`src/rtl/ccff_stream_shifter.sv`:
```
// Serializes configuration words onto the FPGA configuration chain head, bit 0 first.
// Optional macro CCFF_TAIL_CHECK_EN adds a tail loopback check before completion.
module ccff_stream_shifter #(
  parameter int WORD_W        = 32,
  parameter int LEN_W         = 16,
  parameter int PRESET_CYCLES = 4
) (
  input  logic              clk_i,
  input  logic              rst_i,
  input  logic              start_i,
  input  logic [LEN_W-1:0]  len_i,
  input  logic [WORD_W-1:0] word_i,
  input  logic              word_valid_i,
  output logic              word_ready_o,
  output logic              ccff_head_o,
  output logic              progclk_en_o,
  output logic              pReset_o,
  input  logic              ccff_tail_i,
  output logic              busy_o,
  output logic              done_o,
  output logic              err_o,
  output logic [LEN_W-1:0]  bits_sent_o
);

  localparam int IDX_W = (WORD_W > 1) ? $clog2(WORD_W) : 1;
  localparam int PC_W  = (PRESET_CYCLES > 1) ? $clog2(PRESET_CYCLES) : 1;

`ifdef CCFF_TAIL_CHECK_EN
  typedef enum logic [2:0] {
    S_IDLE, S_PRESET, S_LOAD, S_SHIFT, S_CHECK, S_DONE
  } state_t;
`else
  typedef enum logic [2:0] {
    S_IDLE, S_PRESET, S_LOAD, S_SHIFT, S_DONE
  } state_t;
`endif

  state_t             state_q, state_d;
  logic [WORD_W-1:0]  shreg_q, shreg_d;
  logic [WORD_W-1:0]  shreg_shift;
  logic [LEN_W-1:0]   len_q, len_d;
  logic [LEN_W-1:0]   bits_q, bits_d;
  logic [IDX_W-1:0]   idx_q, idx_d;
  logic [PC_W-1:0]    pcnt_q, pcnt_d;
  logic               err_q, err_d;
  logic               last_bit;

`ifdef CCFF_TAIL_CHECK_EN
  logic               first_q, first_d;
`else
  logic               unused_tail;
  assign unused_tail = ccff_tail_i;
`endif

  // Right shift by one, zero filling the top bit.
  genvar gi;
  generate
    for (gi = 0; gi < WORD_W - 1; gi++) begin : g_shift
      assign shreg_shift[gi] = shreg_q[gi+1];
    end
  endgenerate
  assign shreg_shift[WORD_W-1] = 1'b0;

  // Length check wins over word exhaustion so a partial final word ends the load.
  assign last_bit = ((bits_q + LEN_W'(1)) == len_q);

  always_comb begin
    state_d = state_q;
    shreg_d = shreg_q;
    len_d   = len_q;
    bits_d  = bits_q;
    idx_d   = idx_q;
    pcnt_d  = pcnt_q;
    err_d   = err_q;
`ifdef CCFF_TAIL_CHECK_EN
    first_d = first_q;
`endif
    case (state_q)
      S_IDLE: begin
        if (start_i) begin
          if (len_i != '0) begin
            state_d = S_PRESET;
            len_d   = len_i;
            bits_d  = '0;
            pcnt_d  = '0;
            err_d   = 1'b0;
          end else begin
            err_d = 1'b1;
          end
        end
      end
      S_PRESET: begin
        if (pcnt_q == PC_W'(PRESET_CYCLES - 1)) begin
          state_d = S_LOAD;
        end else begin
          pcnt_d = pcnt_q + PC_W'(1);
        end
      end
      S_LOAD: begin
        if (word_valid_i) begin
          shreg_d = word_i;
          idx_d   = '0;
          state_d = S_SHIFT;
        end
      end
      S_SHIFT: begin
        shreg_d = shreg_shift;
        bits_d  = bits_q + LEN_W'(1);
        idx_d   = idx_q + IDX_W'(1);
`ifdef CCFF_TAIL_CHECK_EN
        if (bits_q == '0) begin
          first_d = shreg_q[0];
        end
`endif
        if (last_bit) begin
`ifdef CCFF_TAIL_CHECK_EN
          state_d = S_CHECK;
`else
          state_d = S_DONE;
`endif
        end else if (idx_q == IDX_W'(WORD_W - 1)) begin
          state_d = S_LOAD;
        end
      end
`ifdef CCFF_TAIL_CHECK_EN
      S_CHECK: begin
        if (ccff_tail_i == first_q) begin
          state_d = S_DONE;
        end else begin
          err_d   = 1'b1;
          state_d = S_IDLE;
        end
      end
`endif
      S_DONE: begin
        state_d = S_IDLE;
      end
      default: begin
        state_d = S_IDLE;
      end
    endcase
  end

  always_ff @(posedge clk_i) begin
    if (rst_i) begin
      state_q <= S_IDLE;
      shreg_q <= '0;
      len_q   <= '0;
      bits_q  <= '0;
      idx_q   <= '0;
      pcnt_q  <= '0;
      err_q   <= 1'b0;
`ifdef CCFF_TAIL_CHECK_EN
      first_q <= 1'b0;
`endif
    end else begin
      state_q <= state_d;
      shreg_q <= shreg_d;
      len_q   <= len_d;
      bits_q  <= bits_d;
      idx_q   <= idx_d;
      pcnt_q  <= pcnt_d;
      err_q   <= err_d;
`ifdef CCFF_TAIL_CHECK_EN
      first_q <= first_d;
`endif
    end
  end

  // All outputs decode registered state, so nothing combinational reaches them from inputs.
  assign word_ready_o = (state_q == S_LOAD);
  assign progclk_en_o = (state_q == S_SHIFT);
  assign ccff_head_o  = (state_q == S_SHIFT) & shreg_q[0];
  assign pReset_o     = (state_q == S_PRESET);
  assign busy_o       = (state_q != S_IDLE);
  assign done_o       = (state_q == S_DONE);
  assign err_o        = err_q;
  assign bits_sent_o  = bits_q;

endmodule

```
`config.mk`:
```
export PLATFORM = sky130hd
export DESIGN_NAME = ccff_stream_shifter
export DESIGN_NICKNAME = d
export VERILOG_FILES = /design/src/rtl/ccff_stream_shifter.sv
export SDC_FILE = /design/constraint.sdc
export NUM_CORES = 1
export LEC_CHECK = 0
export BUFFER_PORTS_ARGS = -buffer_cell sky130_fd_sc_hd__buf_4
export CORE_MARGIN = 10
export CORE_UTILIZATION = 50
export DETAILED_ROUTE_END_ITERATION = 12
export GPL_ROUTABILITY_DRIVEN = 1
export PLACE_DENSITY = 0.82
export SYNTH_ARGS = -nofsm -noshare
export SYNTH_HDL_FRONTEND = slang
export SYNTH_SLANG_ARGS = --single-unit
```
`constraint.sdc`:
```
create_clock -name clk_i -period 2.45 [get_ports clk_i]
set_input_delay 0.49 -clock clk_i [delete_from_list [all_inputs] [get_ports clk_i]]
set_output_delay 0.49 -clock clk_i [all_outputs]
set_load 0.02 [all_outputs]
```
## Word level (Yosys, flattened, before mapping)

Cells that the tools add are included.

- Bits in registers: 75
- Output and inout bits: 23
- Logic and storage cells: 55

- $add $sub $neg: 3
- Eq/ne operators: 13
- Multiplexer cells: 19
- Bitwise logic cells: 1
- Reduce and logical (&&, ||, !) cells: 12

Operators by type and width:

| cell | number |
|---|---|
| 32-bit one-hot mux with 2 select lines | 1 |
| 16-bit 2-to-1 mux | 2 |
| 32-bit 2-to-1 mux | 1 |
| 16-bit one-hot mux with 2 select lines | 1 |
| 3-bit 2-to-1 mux | 6 |
| 16-bit by 1-bit adder with 16-bit output, second input constant | 1 |
| 16-bit equality test | 1 |
| 16-bit nonzero test | 1 |
| 3-bit one-hot mux with 4 select lines | 1 |
| 5-bit one-hot mux with 2 select lines | 1 |
| 2-bit != test, second input constant | 4 |
| 3-bit by 2-bit equality test with 1-bit output, second input constant | 2 |
| 2-bit 2-to-1 mux | 3 |
| 3-bit AND reduction | 2 |
| 2-bit nonzero test | 3 |
| 5-bit by 1-bit adder with 5-bit output, second input constant | 1 |
| 5-bit equality test, second input constant | 1 |
| 5-bit 2-to-1 mux | 1 |
| 5-bit AND reduction | 1 |
| 2-bit one-hot mux with 2 select lines | 1 |
| 2-bit AND reduction | 2 |
| 4-bit AND reduction | 1 |
| 3-bit by 1-bit equality test with 1-bit output, second input constant | 1 |
| 3-bit equality test, second input constant | 1 |
| other kinds (8) | 8 |

## Longest topological paths before layout

Gate-level depths: netlist of run 1.

- Depth after elaboration: 4
- Mapped depth: 9
- Depth with buffers taken out: 7

## Worst setup path before layout of run 1

Ideal clock, no wire load.

- Kind: register to register
- Start: register bits_q[0], in the netlist bits_sent_o[0]
- End: register state_q[2]
- Library setup time: 0.073 ns
- Data arrival time: 2.210 ns
- Path slack: 0.166 ns
- Cell stages (with the launch flop): 8
- Buffers on the path: 0
- Clock period less this slack: 2.284 ns
- Cell sequence: dfxtp_1 ha_1 nand3_2 or4_1 a32oi_1 o2111ai_1 nor4_2 nor3b_2

- Word-level cells in the longest chain between the ends: 4
- Elaborated cells on any way between the ends: 6
- Classes of those cells: add/sub: 1; eq/ne: 2; mux: 2; reduce/logical: 1

Ends and longest elaborated chain:

| item | line | source |
|---|---|---|
| start: declaration | 42 | `logic [LEN_W-1:0] bits_q, bits_d;` |
| start signal: assignment | 160 | `bits_q <= bits_d;` |
| 16-bit by 1-bit adder with 16-bit output (*) | 65 | `assign last_bit = ((bits_q + LEN_W'(1)) == len_q);` |
| 16-bit equality test (*) | 65 |  |
| 3-bit by 1-bit != test with 1-bit output (no source line) or 3-bit 2-to-1 mux (tied branches) | -- |  |
| 5-bit AND reduction (no source line) or 3-bit one-hot mux with 4 select lines (tied branches) | -- |  |
| end signal: assignment | 157 | `state_q <= state_d;` |
| end: declaration | 38 | `state_t state_q, state_d;` |

Mark *: on every way between the ends. The rest lies on a longest branch, timed or not.
A chain may end at the register's enable or synchronous reset.

## Worst setup path in the final report of run 1

- Start: register bits_q[3], in the netlist bits_sent_o[3]
- End: register state_q[2]

The elaborated chain is that of the path after synthesis.

==> results.ini, run 1 <==
[timing]
tightest_slew_ns=0.530
setup_slack_ns=0.163
timing.fmax_mhz=437
fin_crit_ns=2.29
fin_setup_tns_ns=0
slew_viol_final=0
finalHoldViolations=0
rsz0062_at_grt=no
setup_violations=0
relSlewSlack=0.647
clock-skew-final_ns=0.00565
post-route-period-util=0.933

[floorplan]
die_width_microns=107
die-area_sq_um=11500
fp.dieH_microns=107
initial_core_util=0.520
num_rows=31
io_pins=76
coreArea_sq_um=7330

[worst_setup_path]
cp.arrival_ns=2.57
reg2regPathDepth=6
cp-end-kind=flip-flop
crit_fanout=8
critical-path-top-delay-family=simple AND/OR/NAND/NOR gates
cp_slowest_cell=nor4_2
r2r_slack_ns=0.16
critPathKind=reg2reg
required_ns=2.73
startpoint_type=flip-flop
crit_path_start=bits_sent_o[3]$_SDFFE_PP0P_
crit_path_cell_trace=nand4_2, nor4_2, or3b_2, o2111ai_1, nor4_4, nor3b_2
max_stage_delay_ns=0.49
r2r_end=state_q[2]$_SDFFE_PP0P_
rr_startpoint=bits_sent_o[3]$_SDFFE_PP0P_
cp_num_buf_inv=0

[cts]
clkTransAtPathRegs_ns=0.08
hold_buffers=0
clock-root-buffer=clkbuf_8
clockBufferDepth=2
clkLatencyLatePin_ns=0.35
cts_tree=done
cts_made_buffers=9
htree_levels=3
numClockSinks=75

[drt]
ant_nets=0
firstDrtPassIters=5
vias_per_cell=5.70
drc=0
routed_wl_mm=10.1
drt-initial-drc-count=270
wl_per_cell_microns=15.1
route.vias.total=3826

[hold_path]
hold_path.class=in2reg
hold_start=len_i[9]
min_to=len_q[9]$_SDFFE_PP0P_
whs_path_depth=3

[layout]
layout-drive-gt1-share=0.222
fin_util=0.646
syn_to_final_growth_pct=24.1
num_antenna_cells=0
final_common_cell=nand2_1
nFillCells=654
finish.net_count=624
instances_no_fill=671
most-common-layout-cells=nand2_1, buf_4, dfxtp_1, nor2_1, a21oi_1

[synth]
ys_seq_area_frac=0.394
syn-instance-count=496
ys_warn_count=0
ys_types=47
async_reset_ff_frac=0
synth_edf_count=0
synth_nets=553
ys_ff_latch=75
syn_avg_cell_area_sq_um=7.69
synthFlopType=dfxtp_1
netlist_area_sq_um=3810

[placement]
gp_congestion=0.902
dp.cells=655
io_buffers=74
post-dp-hpwl_mm=7.22
pre_cts_ws_ns=0.158

[pwr]
powerDensity_nw_per_um2=513
vdd.ir_drop.worst_mv=0.364
p_leak_uw=0.00187

[status]
status=finished, final reports clean

[global_route]
grt_pass1_wl_mm=16.5
grt_usage=0.172
grt_remaining_overflow=0
antenna_found_initial=0
grt_pass1_vias=3564
grt_max_degree=94

[job]
drv_cap=0

==> where the power goes <==
group / total, uW / internal [uW] / switching [uW]
combinational: 199 / 101 / 97.7
clock: 974 / 498 / 476
sequential: 1260 / 1240 / 19.2
total: 2430 / 1840 / 593
==> registers in the layout, indices dropped and copies added, names as in the netlist <==
signal and flops:
shreg_q 32, bits_sent_o 16, len_q 16, idx_q 5, state_q 3, pcnt_q 2
err_o 1
==> layout make-up <==
| class | instances | area, sq um | share of cell area |
|---|---|---|---|
| Sequential cell | 75 | 1500 | 0.317 |
| Multi-Input combinational cell | 380 | 2140 | 0.453 |
| Clock inverter | 6 | 65.1 | 0.0137 |
| Timing Repair Buffer | 98 | 748 | 0.158 |
| Inverter | 3 | 11.3 | 0.00238 |
| Tap cell | 99 | 124 | 0.0262 |
| Clock buffer | 10 | 138 | 0.0291 |
==> kinds of logic after synthesis <==
family | after synthesis | share of synthesized area
mux | 6 | 0.0167
buf+inv | 41 | 0.0459
xor+xnor | 21 | 0.0482
flops | 75 | 0.394
fa+ha+maj | 4 | 0.0131
simple gates | 243 | 0.300
compound gates | 106 | 0.182
==> routing by layer <==
layer  global-route usage  vias to the layer above  share of wire  wire length (microns)
li1                     -                     1893              -                      -
met3               0.0353                       18          0.061                    616
met4               0.0783                        0          0.023                    230
met5                    0                        -              0                      0
met1                0.200                     1791           0.40                   4100
met2                0.298                      124           0.51                   5200
==> worst min-delay path: stages <==
cell and delay [ns]:
buf_4 0.11, nand2_1 0.05, a21oi_1 0.05
==> metrics by stage <==
step / instance area, sq um / hold WS, ns / total power [uW]
2_1_floorplan: 3810 / 0.439 / 1380
3_3_place_gp: 4520 / 0.457 / 1470
3_5_place_dp: 4520 / 0.466 / 1480
4_1_cts: 4720 / 0.384 / 2440
5_1_grt: 4730 / 0.398 / 2510
6_report: 4730 / 0.394 / 2430
==> worst max path at each step <==
stage                                    to  slack [ns]  cells after the start
floorplan           state_q[2]$_SDFFE_PP0P_        0.17                      7
global placement    state_q[2]$_SDFFE_PP0P_        0.24                      7
detailed placement  state_q[2]$_SDFFE_PP0P_        0.16                      6
CTS                 state_q[2]$_SDFFE_PP0P_         0.1                      7
global route        state_q[2]$_SDFFE_PP0P_        0.01                      6
finish              state_q[2]$_SDFFE_PP0P_        0.16                      6
==> synth_stat cells (4+ instances only) <==
library cell  instances  area, sq um
a211oi_1              4         30.0
a21oi_1              39          195
a311oi_1             32          280
a31oi_1               5         31.3
buf_2                 5         25.0
clkbuf_1             27          101
dfxtp_1              75         1500
ha_1                  4         50.1
nand2_1             113          424
nand3_1              12         60.1
nor2_1               63          236
nor2b_1               4         25.0
nor3_1                4         20.0
nor3b_1               5         37.5
nor4_1                8         50.1
o21ai_0              18         90.1
or3_1                 6         37.5
xnor2_1              16          140
xor2_1                5         43.8
==> repair_timing <==
action	in CTS	in global routing
buffers inserted	0	0
hold endpoints to repair	0	0
resized for setup	0	1
endpoints found under the setup margin	0	3
(Power assumes the default switching activity.)
==> run 2, diff against run 1 <==
--- a/config.mk
+++ b/config.mk
@@ -11,6 +11,8 @@
 export DETAILED_ROUTE_END_ITERATION = 12
 export GPL_ROUTABILITY_DRIVEN = 1
 export PLACE_DENSITY = 0.82
+export REMOVE_ABC_BUFFERS = 1
+export SETUP_SLACK_MARGIN = 0.15
 export SYNTH_ARGS = -nofsm -noshare
 export SYNTH_HDL_FRONTEND = slang
 export SYNTH_SLANG_ARGS = --single-unit
==> run 2 against run 1 <==
Flip-flop and latch count unchanged. Largest cell class unchanged. Cell count is 0.30% higher. Cell area rose by 2.4%. Core utilization increased by 1.5 points. Global-route usage is 1.3 points higher.
==> results.ini, run 2 (same netlist as run 1, synthesis figures left out) <==
[status]
status=finished, final reports clean

[drt]
vias_per_cell=5.68  ; -0.35%
wl_per_cell_microns=15.9  ; +5.3%
routed_wl_mm=10.7  ; +5.6%
ant_nets=0  ; unchanged
drc=0  ; unchanged
route.vias.total=3824  ; -0.052%
firstDrtPassIters=4  ; -1
drt-initial-drc-count=192  ; -29%

[timing]
relSlewSlack=0.690  ; +0.0429
post-route-period-util=0.886  ; -0.0470
fin_worst_hold_slack_ns=0.392  ; -0.00179 ns
fin_crit_ns=2.17  ; -0.115 ns
rsz0062_at_grt=yes
clock-skew-final_ns=0.00804  ; +0.00239 ns
fin_setup_tns_ns=0  ; unchanged
tightest_slew_ns=0.465  ; -0.0643 ns
slew_viol_final=0  ; unchanged
setup_violations=0  ; unchanged
finalHoldViolations=0  ; unchanged
timing.fmax_mhz=461  ; +5.3%

[worst_setup_path]
r2r_end=state_q[1]$_SDFFE_PP0P_
r2r_slack_ns=0.28  ; +0.12 ns
critPathKind=reg2reg
crit_path_cell_trace=nand4_4, or4_1, a32oi_1, o2111ai_1, nor4_2, a31oi_1
startpoint_type=flip-flop
cp_slowest_cell=or4_1
max_stage_delay_ns=0.57  ; +0.08 ns
crit_fanout=5  ; -3
reg2regPathDepth=6  ; unchanged
cp.arrival_ns=2.38  ; -0.19 ns
rr_startpoint=bits_sent_o[10]$_SDFFE_PP0P_
cp-end-kind=flip-flop
required_ns=2.66  ; -0.07 ns

[floorplan]
initial_core_util=0.520  ; unchanged
fp.dieH_microns=107  ; unchanged
io_pins=76  ; unchanged
die-area_sq_um=11500  ; unchanged
num_rows=31  ; unchanged
die_width_microns=107  ; unchanged
coreArea_sq_um=7330  ; unchanged

[hold_path]
min_to=len_q[6]$_SDFFE_PP0P_
hold_start=len_i[6]
whs_path_depth=3  ; unchanged
hold_path.class=in2reg

[cts]
htree_levels=3  ; unchanged
clockBufferDepth=2  ; unchanged
cts_tree=done
clock-root-buffer=clkbuf_8
postCtsSetupBuffers=0  ; unchanged
clkTransAtPathRegs_ns=0.07  ; about the same
numClockSinks=75  ; unchanged
clkLatencyLatePin_ns=0.35  ; about the same
cts_made_buffers=9  ; unchanged
hold_buffers=0  ; unchanged

[placement]
post-dp-hpwl_mm=7.58  ; +4.9%
dp.cells=657  ; +0.31%
io_buffers=74  ; unchanged
gp_congestion=0.962  ; +6.7%
place_area_sq_um=4540  ; +0.33%

[layout]
most-common-layout-cells=nand2_1, buf_4, dfxtp_1, nor2_1, a21oi_1
layout-drive-gt1-share=0.249  ; +0.0271
largest_reg_flops=32  ; unchanged
instances_no_fill=673  ; +0.30%
finish.net_count=626  ; +0.32%
fin_area_sq_um=4840  ; +2.4%
regMostFlops=shreg_q
num_antenna_cells=0  ; unchanged
final_common_cell=nand2_1
syn_to_final_growth_pct=27.0

[global_route]
grt_pass1_vias=3689  ; +3.5%
grt_usage=0.185  ; +0.0132
antenna_found_initial=0  ; unchanged
grt_max_degree=93  ; -1.1%
grt_pass1_wl_mm=17.5  ; +6.0%
grt_remaining_overflow=0  ; unchanged

[pwr]
vdd.ir_drop.worst_mv=0.356  ; -2.1%
p_leak_uw=0.00194  ; +3.5%
powerDensity_nw_per_um2=509  ; -0.83%

[job]
drv_cap=0  ; unchanged

run 2: cell types whose count changed in the layout (fill, tap and decap cells not counted), moves of 2 or more:
cell / before / now
dfxtp_1: 75 / 67
dfxtp_2: 0 / 8
nor4_1: 8 / 5
buf_4: 97 / 99
clkbuf_8: 10 / 12
clkinv_2: 2 / 0
clkinv_4: 2 / 0
nor4_4: 1 / 3
run 2: layout make-up:
type                            count  area, sq um
Fill cell                         593         2490
Clock inverter                      3         45.0
Clock buffer                       13          169
Tap cell                           99          124
Multi-Input combinational cell    380         2220
Inverter                            3         11.3
Sequential cell                    75         1510
Timing Repair Buffer              100          763
run 2: what timing repair did:
item	in CTS	in global routing
hold endpoints to repair	0	0
pin swaps	1	1
endpoints found under the setup margin	2	5
gates resized for setup	1	20
run 2: worst max path at each step:
stage | start | cells past startpoint | to
final | bits_sent_o[10]$_SDFFE_PP0P_ | 6 | state_q[1]$_SDFFE_PP0P_
after global routing | bits_sent_o[9]$_SDFFE_PP0P_ | 8 | state_q[2]$_SDFFE_PP0P_
after CTS | bits_sent_o[0]$_SDFFE_PP0P_ | 7 | state_q[1]$_SDFFE_PP0P_
after detailed placement | bits_sent_o[3]$_SDFFE_PP0P_ | 7 | state_q[1]$_SDFFE_PP0P_
after global placement | bits_sent_o[3]$_SDFFE_PP0P_ | 7 | state_q[2]$_SDFFE_PP0P_
after floorplan | state_q[1]$_SDFFE_PP0P_ | 5 | bits_sent_o[11]$_SDFFE_PP0P_
run 2: stage by stage:
stage,util,total power [uW],worst slack [ns]
after floorplan,-,1360,-1.42
after global placement,0.619,1480,0.221
after detailed placement,0.619,1480,0.156
after CTS,0.649,2480,0.152
after global routing,0.661,2560,0.130
final,0.661,2470,0.279
run 2: where the power goes:
group	internal (uW)	leakage [uW]	switching [uW]	total, uW
registers	1240	0.000611	18.2	1260
clock network	554	0.000102	455	1010
logic	101	0.00122	99.6	201
total	1890	0.00194	572	2470
run 2: critical path, delay by kind of cell (launching register included):
family / cells / cell delay, ns
compound gates: 3 / 0.46
flops: 1 / 0.40
simple gates: 3 / 1.16
run 2: layer usage:
metal / share of wire / up-vias / global-route usage
li1: - / 1896 / -
met1: 0.40 / 1779 / 0.216
met2: 0.49 / 134 / 0.312
met3: 0.082 / 15 / 0.0521
met4: 0.019 / 0 / 0.0793
met5: 0 / - / 0
==> run 3, diff against run 2 <==
--- a/config.mk
+++ b/config.mk
@@ -10,6 +10,7 @@
 export CORE_UTILIZATION = 50
 export DETAILED_ROUTE_END_ITERATION = 12
 export GPL_ROUTABILITY_DRIVEN = 1
+export GPL_TIMING_DRIVEN = 0
 export PLACE_DENSITY = 0.82
 export REMOVE_ABC_BUFFERS = 1
 export SETUP_SLACK_MARGIN = 0.15
==> run 3 against run 2 <==
Global-route usage is 0.56 points lower. Clock power is 17% higher. First-iteration DRC count is 41% higher. Routed wire length hardly changed. Critical path depth stayed put. Largest cell class unchanged.
==> results.ini, run 3 (same netlist as run 1, synthesis figures left out) <==
[worst_setup_path]
r2r_end=state_q[2]$_SDFFE_PP0P_
cp_num_buf_inv=4  ; +4
reg2regPathDepth=8  ; +2
crit_path_start=state_q[2]$_SDFFE_PP0P_
cp-end-kind=output pin
worst-path-stages=6  ; unchanged
required_ns=1.96  ; -0.70 ns
crit_path_end=ccff_head_o
rr_startpoint=bits_sent_o[1]$_SDFFE_PP0P_
startpoint_type=flip-flop
cp_slowest_cell=dfxtp_4
crit_fanout=21  ; +16
max_stage_delay_ns=0.39  ; -0.18 ns
cp.arrival_ns=1.74  ; -0.64 ns
r2r_slack_ns=0.28  ; about the same
crit_path_cell_trace=nand3b_1, clkbuf_16, buf_12, clkinvlp_4, and2_1, buf_4
critPathKind=reg2out
critical-path-top-delay-family=buffers and inverters

[hold_path]
hold_path.class=in2reg

[cts]
clkTransAtPathRegs_ns=0.09  ; +0.02 ns
cts_tree=done
cts_made_buffers=9  ; unchanged
clockBufferDepth=2  ; unchanged
htree_levels=3  ; unchanged
clock-root-buffer=clkbuf_8
hold_buffers=0  ; unchanged
clkLatencyLatePin_ns=0.35  ; about the same
numClockSinks=75  ; unchanged

[drt]
drc=0  ; unchanged
vias_per_cell=5.74  ; +1.1%
firstDrtPassIters=5  ; +1
wl_per_cell_microns=16.3  ; +2.2%
routed_wl_mm=10.7  ; about the same
drt-initial-drc-count=270  ; +41%
ant_nets=0  ; unchanged
route.vias.total=3784  ; -1.0%

[job]
drv_cap=0  ; unchanged

[pwr]
p_leak_uw=0.00195  ; +0.73%
powerDensity_nw_per_um2=537  ; +5.6%
vdd.ir_drop.worst_mv=0.306  ; -14%

[layout]
nFillCells=632  ; +6.6%
largest_reg_flops=32  ; unchanged
finish.net_count=612  ; -2.2%
layout-drive-gt1-share=0.250  ; +0.000871
most-common-layout-cells=nand2_1, buf_4, nor2_1, dfxtp_1, a21oi_1
final_common_cell=nand2_1
num_antenna_cells=0  ; unchanged
syn_to_final_growth_pct=28.3
regMostFlops=shreg_q

[floorplan]
coreArea_sq_um=7330  ; unchanged
fp.dieH_microns=107  ; unchanged
io_pins=76  ; unchanged
die_width_microns=107  ; unchanged
initial_core_util=0.520  ; unchanged
num_rows=31  ; unchanged
die-area_sq_um=11500  ; unchanged

[global_route]
antenna_found_initial=0  ; unchanged
met3_usage=0.0563  ; +0.00419
grt_pass1_wl_mm=17.2  ; -1.5%
grt_pass1_vias=3581  ; -2.9%
grt_remaining_overflow=0  ; unchanged
busiest_layer=met2
grt_max_degree=76  ; -18%
grt_usage=0.180  ; -0.00559
grt_use_met2=0.299  ; -0.0122
use_met1=0.216  ; +0.000327

[placement]
gp_congestion=0.959  ; -0.38%
pre_cts_ws_ns=-0.696  ; -0.852 ns
io_buffers=74  ; unchanged
post-dp-hpwl_mm=7.36  ; -2.9%

[timing]
timing.fmax_mhz=449  ; -2.5%
clock-skew-final_ns=0.0126  ; +0.00453 ns
slew_viol_final=0  ; unchanged
post-route-period-util=0.909  ; +0.0227
setup_violations=0  ; unchanged
tightest_slew_ns=0.778  ; +0.312 ns
finalHoldViolations=0  ; unchanged
fin_crit_ns=2.23  ; +0.0556 ns
fin_setup_tns_ns=0  ; unchanged
relSlewSlack=0.482  ; -0.208
rsz0062_at_grt=yes
setup_slack_ns=0.223  ; -0.0556 ns

[status]
status=finished, final reports clean

run 3: cell count changes in the layout (fill, tap and decap cells not counted), moves of 2 or more:
cell | previous run | this run
buf_4 | 99 | 80
bufinv_16 | 1 | 3
clkbuf_8 | 12 | 10
dfxtp_1 | 67 | 60
dfxtp_4 | 0 | 6
run 3: worst min path at each step:
stage	startpoint	endpoint	slack [ns]	depth (start not counted)
CTS	len_i[8]	len_q[8]$_SDFFE_PP0P_	0.38	3
global route	len_i[8]	len_q[8]$_SDFFE_PP0P_	0.39	3
global placement	len_q[14]$_SDFFE_PP0P_	len_q[14]$_SDFFE_PP0P_	0.45	2
finish	len_i[8]	len_q[8]$_SDFFE_PP0P_	0.39	3
detailed placement	len_q[4]$_SDFFE_PP0P_	len_q[4]$_SDFFE_PP0P_	0.46	2
floorplan	idx_q[3]$_SDFFE_PP0P_	idx_q[3]$_SDFFE_PP0P_	0.43	1
run 3: cell type report:
type	instances	area [sq um]	area share
Timing Repair Buffer	86	719	0.147
Tap cell	99	124	0.0253
Multi-Input combinational cell	380	2250	0.460
Clock inverter	6	111	0.0228
Inverter	3	15.0	0.00307
Clock buffer	10	138	0.0281
Sequential cell	75	1540	0.314
run 3: per-stage QoR:
step	hold WS (ns)	instance area [sq um]	total power, uW	instances	utilization
floorplan	0.434	3650	1360	458	-
global placement	0.454	4330	1470	631	0.590
detailed placement	0.460	4410	1470	635	0.602
CTS	0.382	4770	2640	655	0.651
global route	0.395	4890	2710	659	0.667
finish	0.393	4890	2630	659	0.667
run 3: routing by layer:
metal  up-vias  wire [microns]
li1       1869               -
met1      1773            4490
met2       125            5370
met3        17             677
met4         0             188
met5         -               0
run 3: tightest hold or removal path: cells and delay by family:
family | cells | cell delay, ns
buffers and inverters | 1 | 0.11
AOI/OAI and AO/OA | 1 | 0.05
and+or+nand+nor | 1 | 0.05
run 3: power breakdown:
part	total [uW]	internal (uW)	switching, uW
Clock	1180	706	478
Combinational	196	96.5	99.6
Sequential	1250	1230	17.3
run 3: timing repair:
item / CTS / global route
pin swaps: 2 / 0
buffers inserted: 4 / 3
cloned: 0 / 1
gates resized for setup: 17 / 26
setup endpoints to repair: 33 / 20
